[config.mk]
export PLATFORM = sky130hd
export DESIGN_NAME = ahb_master_arbiter
export DESIGN_NICKNAME = d
export VERILOG_FILES = /design/src/rtl/ahb_master_arbiter.sv
export SDC_FILE = /design/constraint.sdc
export NUM_CORES = 1
export LEC_CHECK = 0
export ABC_AREA = 1
export ABC_CLOCK_PERIOD_IN_PS = 2300
export BUFFER_PORTS_ARGS = -buffer_cell sky130_fd_sc_hd__buf_2
export CAP_MARGIN = 20
export CORE_UTILIZATION = 25
export CTS_BUF_LIST = sky130_fd_sc_hd__clkbuf_8
export DETAILED_ROUTE_END_ITERATION = 8
export GPL_TIMING_DRIVEN = 1
export PLACE_DENSITY = 0.51
export SLEW_MARGIN = 20
export SYNTH_ARGS = -nofsm -noshare
export SYNTH_HDL_FRONTEND = slang
export SYNTH_SLANG_ARGS = --single-unit
[constraint.sdc]
create_clock -name clk -period 2.3 [get_ports clk]
set_clock_uncertainty 0.1 [all_clocks]
set_input_delay 0.115 -clock clk [delete_from_list [all_inputs] [get_ports clk]]
set_output_delay 0.115 -clock clk [all_outputs]
set_load 0.02 [all_outputs]
[src/rtl/ahb_master_arbiter.sv]
// ahb_master_arbiter
// Round-robin AHB-Lite bus arbiter. Grants are one-hot and registered; the
// address-phase and data-phase owner indices follow the grant down the AHB
// pipeline. The bus never changes hands inside a fixed-length burst or while
// the owner holds a locked sequence.
module ahb_master_arbiter #(
  parameter int MASTERS        = 2,
  parameter int MW             = $clog2(MASTERS),
  parameter int DEFAULT_MASTER = 0
) (
  input  logic                   clk,
  input  logic                   rst_n,
  input  logic [MASTERS-1:0]     hbusreq_i,
  input  logic [MASTERS-1:0]     hlock_i,
  input  logic [2*MASTERS-1:0]   htrans_i,
  input  logic [3*MASTERS-1:0]   hburst_i,
  input  logic                   hready_i,
  output logic [MASTERS-1:0]     hgrant_o,
  output logic [MW-1:0]          hmaster_o,
  output logic [MW-1:0]          hmaster_data_o,
  output logic                   hmastlock_o
);

  localparam logic [1:0]    TRANS_IDLE   = 2'b00;
  localparam logic [1:0]    TRANS_NONSEQ = 2'b10;
  localparam logic [1:0]    TRANS_SEQ    = 2'b11;
  localparam logic [2:0]    BURST_INCR   = 3'b001;
  localparam logic [MW-1:0] DEF_IDX      = MW'(DEFAULT_MASTER);

  // Number of beats in a burst; 0 encodes an unbounded INCR burst.
  function automatic logic [4:0] burst_len(input logic [2:0] burst);
    logic [4:0] len;
    case (burst)
      3'b000:         len = 5'd1;
      3'b001:         len = 5'd0;
      3'b010, 3'b011: len = 5'd4;
      3'b100, 3'b101: len = 5'd8;
      3'b110, 3'b111: len = 5'd16;
      default:        len = 5'd1;
    endcase
    return len;
  endfunction

  // One-hot vector with only bit idx set.
  function automatic logic [MASTERS-1:0] onehot(input logic [MW-1:0] idx);
    logic [MASTERS-1:0] v;
    v = {{(MASTERS-1){1'b0}}, 1'b1} << idx;
    return v;
  endfunction

  // Index of the set bit of a one-hot grant vector.
  function automatic logic [MW-1:0] grant_index(input logic [MASTERS-1:0] g);
    logic [MW-1:0] idx;
    idx = {MW{1'b0}};
    for (int i = 0; i < MASTERS; i++) begin
      idx = g[i] ? MW'(i) : idx;
    end
    return idx;
  endfunction

  // Round-robin scan starting after ptr; ptr itself is checked last.
  // Returns {found, index}; index is the default master when nobody requests.
  function automatic logic [MW:0] rr_pick(input logic [MASTERS-1:0] req,
                                          input logic [MW-1:0]      ptr);
    logic [MW:0] pick;
    int          j;
    pick = {1'b0, DEF_IDX};
    // Walk the order backwards so the earliest position in the scan wins.
    for (int k = MASTERS; k >= 1; k--) begin
      j    = (int'(ptr) + k) % MASTERS;
      pick = req[j] ? {1'b1, MW'(j)} : pick;
    end
    return pick;
  endfunction

  logic [MASTERS-1:0] r_grant;
  logic [MW-1:0]      r_master;
  logic [MW-1:0]      r_master_data;
  logic [MW-1:0]      r_rr_ptr;
  logic               r_mastlock;
  logic [3:0]         r_cnt;

  logic [1:0]         w_own_trans;
  logic [2:0]         w_own_burst;
  logic               w_own_req;
  logic               w_own_lock;
  logic [4:0]         w_len;
  logic               w_idle;
  logic               w_nonseq;
  logic               w_seq;
  logic               w_single_len;
  logic               w_last_beat;
  logic               w_rearb_ok;
  logic [3:0]         w_cnt_nxt;
  logic [MW:0]        w_pick;
  logic [MASTERS-1:0] w_grant_nxt;
  logic [MW-1:0]      w_rr_nxt;
  logic               w_grant_lock;

  // Select the transfer controls of the current address-phase owner.
  always_comb begin
    w_own_trans = TRANS_IDLE;
    w_own_burst = 3'b000;
    w_own_req   = 1'b0;
    w_own_lock  = 1'b0;
    for (int i = 0; i < MASTERS; i++) begin
      w_own_trans = (r_master == MW'(i)) ? htrans_i[2*i +: 2] : w_own_trans;
      w_own_burst = (r_master == MW'(i)) ? hburst_i[3*i +: 3] : w_own_burst;
      w_own_req   = (r_master == MW'(i)) ? hbusreq_i[i]       : w_own_req;
      w_own_lock  = (r_master == MW'(i)) ? hlock_i[i]         : w_own_lock;
    end
  end

  // Track burst beats and decide whether the bus may change hands this edge.
  always_comb begin
    w_len        = burst_len(w_own_burst);
    w_idle       = (w_own_trans == TRANS_IDLE);
    w_nonseq     = (w_own_trans == TRANS_NONSEQ);
    w_seq        = (w_own_trans == TRANS_SEQ);
    w_single_len = (w_len == 5'd1);
    case (w_own_trans)
      TRANS_NONSEQ: w_cnt_nxt = (w_len > 5'd1) ? 4'(w_len - 5'd1) : 4'd0;
      TRANS_SEQ:    w_cnt_nxt = (r_cnt == 4'd0) ? 4'd0 : (r_cnt - 4'd1);
      default:      w_cnt_nxt = r_cnt;
    endcase
    w_last_beat = (w_nonseq && w_single_len) ||
                  (w_seq && (r_cnt == 4'd1)) ||
                  w_idle;
    // BUSY and mid-burst SEQ fall through every clause and hold the bus.
    w_rearb_ok  = hready_i && !w_own_lock && !r_mastlock &&
                  (w_last_beat ||
                   (!w_own_req && (w_idle || (w_nonseq && w_single_len))) ||
                   ((w_own_burst == BURST_INCR) && w_idle));
  end

  // Choose the next grant holder and round-robin pointer.
  always_comb begin
    w_pick       = rr_pick(hbusreq_i, r_rr_ptr);
    w_grant_lock = |(hlock_i & r_grant);
    if (w_rearb_ok) begin
      w_grant_nxt = onehot(w_pick[MW-1:0]);
      w_rr_nxt    = w_pick[MW] ? w_pick[MW-1:0] : r_rr_ptr;
    end else begin
      w_grant_nxt = r_grant;
      w_rr_nxt    = r_rr_ptr;
    end
  end

  // Ownership pipeline: grant -> address owner -> data owner; wait states freeze it.
  always_ff @(posedge clk or negedge rst_n) begin
    if (!rst_n) begin
      r_grant       <= onehot(DEF_IDX);
      r_master      <= DEF_IDX;
      r_master_data <= DEF_IDX;
      r_mastlock    <= 1'b0;
      r_cnt         <= 4'd0;
      r_rr_ptr      <= DEF_IDX;
    end else if (hready_i) begin
      r_grant       <= w_grant_nxt;
      r_rr_ptr      <= w_rr_nxt;
      r_master      <= grant_index(r_grant);
      r_master_data <= r_master;
      r_mastlock    <= w_grant_lock;
      r_cnt         <= w_cnt_nxt;
    end
  end

  assign hgrant_o       = r_grant;
  assign hmaster_o      = r_master;
  assign hmaster_data_o = r_master_data;
  assign hmastlock_o    = r_mastlock;

endmodule

==> impl_metrics.json <==
{
  "seq_area_frac_synth_pct": 37.0,
  "syn_to_final_growth_pct": 30.0,
  "finalNetCount": 145,
  "grtUsageTotal_pct": 13.9,
  "grt_antenna_before_repair": 0,
  "r2r-start": "hmaster_o",
  "cts-root-buf": "clkbuf_8",
  "synthMuxAreaShare_pct": 0,
  "power.density_nw_per_um2": 1140,
  "cts.path.max_buffers": 2,
  "syn_area_per_cell_um2": 6.86,
  "worstSkewPairLatency_ns": 0.24,
  "synth_compound_area_share_pct": 14.4,
  "startpoint": "hmaster_o",
  "drtIter0Drc": 16,
  "p_seq_share_pct": 32.6,
  "via_per_inst": 4.48,
  "dp_cells": 150,
  "setup_viol": 0,
  "yosysUniqueCellTypes": 20,
  "die-area_um2": 2930,
  "drive_gt1_share_pct": 30.4,
  "register_area_um2": 251,
  "drc": 0,
  "synth_top_area_cell": "dfrtp_1",
  "cts_hold_buf": 1,
  "die_y_um": 54.1,
  "outcome": "completed",
  "post_drt_wl_per_cell_um": 9.95,
  "synth_top_flop_cell": "dfrtp_1",
  "cts_tree": "yes",
  "synthCells": 99,
  "grt_pass1_wl_mm": 2.77,
  "maxUsedRoutingLayer": "met4",
  "routed_wl_mm": 1.54,
  "drt-met1-wl_um": 748,
  "fin_setup_tns_ns": 0,
  "required_ns": 2.36,
  "final_cells": 155,
  "row_count": 18,
  "r2r-end": "hgrant_o[0]",
  "synth_top_area_share_pct": 33.1,
  "crit_path_end_kind": "register",
  "die_w_um": 54.1,
  "p_switching_mw": 0.428,
  "gp_congestion": 0.833,
  "synth_edf_count": 0,
  "drt.antenna.violating_nets": 0,
  "crit_end": "hgrant_o[0]",
  "synth_top_family_by_area": "simple AND/OR/NAND/NOR gates",
  "total_power_mw": 1.00,
  "max_slew_margin_pct": 81.0,
  "startpoint_type": "register",
  "clkPwrFrac_pct": 22.4,
  "ios": 22,
  "power.leakage_nw": 0.492,
  "crit_fanout": 7,
  "hp-class": "input pin to register",
  "numClockSinks": 10,
  "synthAdderAreaFrac_pct": 3.68,
  "fin_crit_sh_pct": 84.9,
  "gr-total-overflow": 0,
  "wl_met2_um": 687,
  "p_int_mw": 0.577,
  "synthSimpleGateAreaFrac_pct": 35.5,
  "synthTopCellsByArea": "dfrtp_1, nand2_1, inv_1",
  "r2r_cells": 12,
  "core_area_um2": 2520,
  "drt_pass1_iterations": 4,
  "max_freq_mhz": 512,
  "diodes": 0,
  "place_hpwl_mm": 1.24,
  "grt_pass1_vias": 635,
  "syn-num-nets": 118,
  "clkTransAtPathRegs_ns": 0.05,
  "portBuffers": 21,
  "async_flop_share_pct": 100,
  "cts-resized-gates": 0,
  "period_minus_slack_ns": 1.95,
  "hold_viol": 0,
  "crit_arrival_ns": 2.02,
  "pwr-share-comb_pct": 45.1,
  "final_max_slew_viol_count": 0,
  "synth-xor-area-share_pct": 0,
  "max-cap-violations": 0,
  "yosysWarnings": 0,
  "cts_buffers": 3,
  "critical_path_class": "register to register",
  "synth_common_cells": "nand2_1, inv_1, nor2_1, dfrtp_1",
  "post_cts.repair.setup_buffers": 0,
  "ys_seq_elements": 10,
  "swShare_pct": 42.6,
  "wl_met3_um": 95,
  "yosysMostFrequentCell": "nand2_1",
  "initial_core_util_pct": 26.9,
  "synth_area_um2": 679,
  "multiInputGateArea_um2": 364,
  "fillers": 281,
  "via_count": 695,
  "hold_ws_ns": 0.0382,
  "rsz0062_at_grt": "no",
  "peakVddDrop_mv": 0.489,
  "grt_max_degree": 11,
  "cts_max_level": 1,
  "worstMarginPinSlew_ns": 0.284,
  "rrSetupSlack_ns": 0.35
}
cell families (layout without fill, tap and decap cells):
family	count (synthesis)	count (layout)
AND/OR/NAND/NOR	55	55
AO/OA/AOI/OAI	17	17
buffers and inverters	15	41
flip-flops	10	10
adder cells (fa/ha/maj)	2	2
cell type report:
cell class / count / share of cell area, %
Sequential cell: 10 / 28.5
Tap cell: 30 / 4.25
Multi-Input combinational cell: 74 / 41.2
Timing Repair Buffer: 23 / 13.9
Clock buffer: 4 / 6.23
Inverter: 14 / 5.95
critical path: stages (launching register included):
cell and delay (ns):
dfrtp_1 0.45, inv_1 0.18, nand2_1 0.08, nand2_2 0.08, inv_1 0.05, ha_1 0.27
nor2_1 0.10, nand2_1 0.05, nor2_1 0.10, nand3_1 0.10, nand3_2 0.10, nand2_2 0.07
o21ai_1 0.15
through the flow:
stage          instance area [um^2]  utilization [%]  worst slack [ns]
3_5_place_dp                    818             32.4             0.332
3_3_place_gp                    818             32.4             0.401
6_report                        883             35.0             0.348
4_1_cts                         883             35.0             0.331
5_1_grt                         883             35.0             0.119
2_1_floorplan                   679                -             0.450
state kept, by name, summed over array words and instances, names as in the netlist:
register,cells
hmaster_data_o,1
hmaster_o,1
hgrant_o,2
r_cnt,4
r_rr_ptr,1
hmastlock_o,1
how the worst min path moves through the flow:
stage          startpoint        endpoint  slack (ns)  depth (start not counted)
3_3_place_gp        rst_n        r_cnt[0]        -0.1                          1
6_report       hlock_i[1]     hmastlock_o        0.04                          3
5_1_grt          hready_i  hmaster_data_o        0.06                          2
3_5_place_dp        rst_n        r_cnt[0]       -0.10                          1
2_1_floorplan       rst_n     hgrant_o[1]       -0.28                          0
4_1_cts        hlock_i[1]     hmastlock_o        0.03                          3
power by group through the flow:
stage / Combinational (mW) / Clock [mW] / Sequential [mW]
global route: 0.521 / 0.249 / 0.342
detailed placement: 0.454 / 0 / 0.328
global placement: 0.447 / 0 / 0.328
CTS: 0.456 / 0.237 / 0.327
floorplan: 0.313 / 0 / 0.351
finish: 0.453 / 0.225 / 0.327
per-layer routing:
metal | vias up | GRT usage (%)
li1 | 366 | -
met1 | 302 | 17.7
met2 | 25 | 20.5
met3 | 2 | 5.37
met4 | 0 | 6.41
met5 | - | 0
cell usage in the layout (no fill, tap or decap), types with 3 or more instances in the layout:
master | netlist | routed
nand3_1 | 5 | 5
nand2_2 | 6 | 6
o21ai_1 | 6 | 6
buf_2 | 0 | 21
a21oi_1 | 3 | 3
dfrtp_1 | 9 | 9
inv_1 | 13 | 13
nor2_1 | 11 | 11
clkbuf_8 | 0 | 4
o21ai_0 | 5 | 5
nand2_1 | 28 | 28
(Power assumes the default switching activity.)
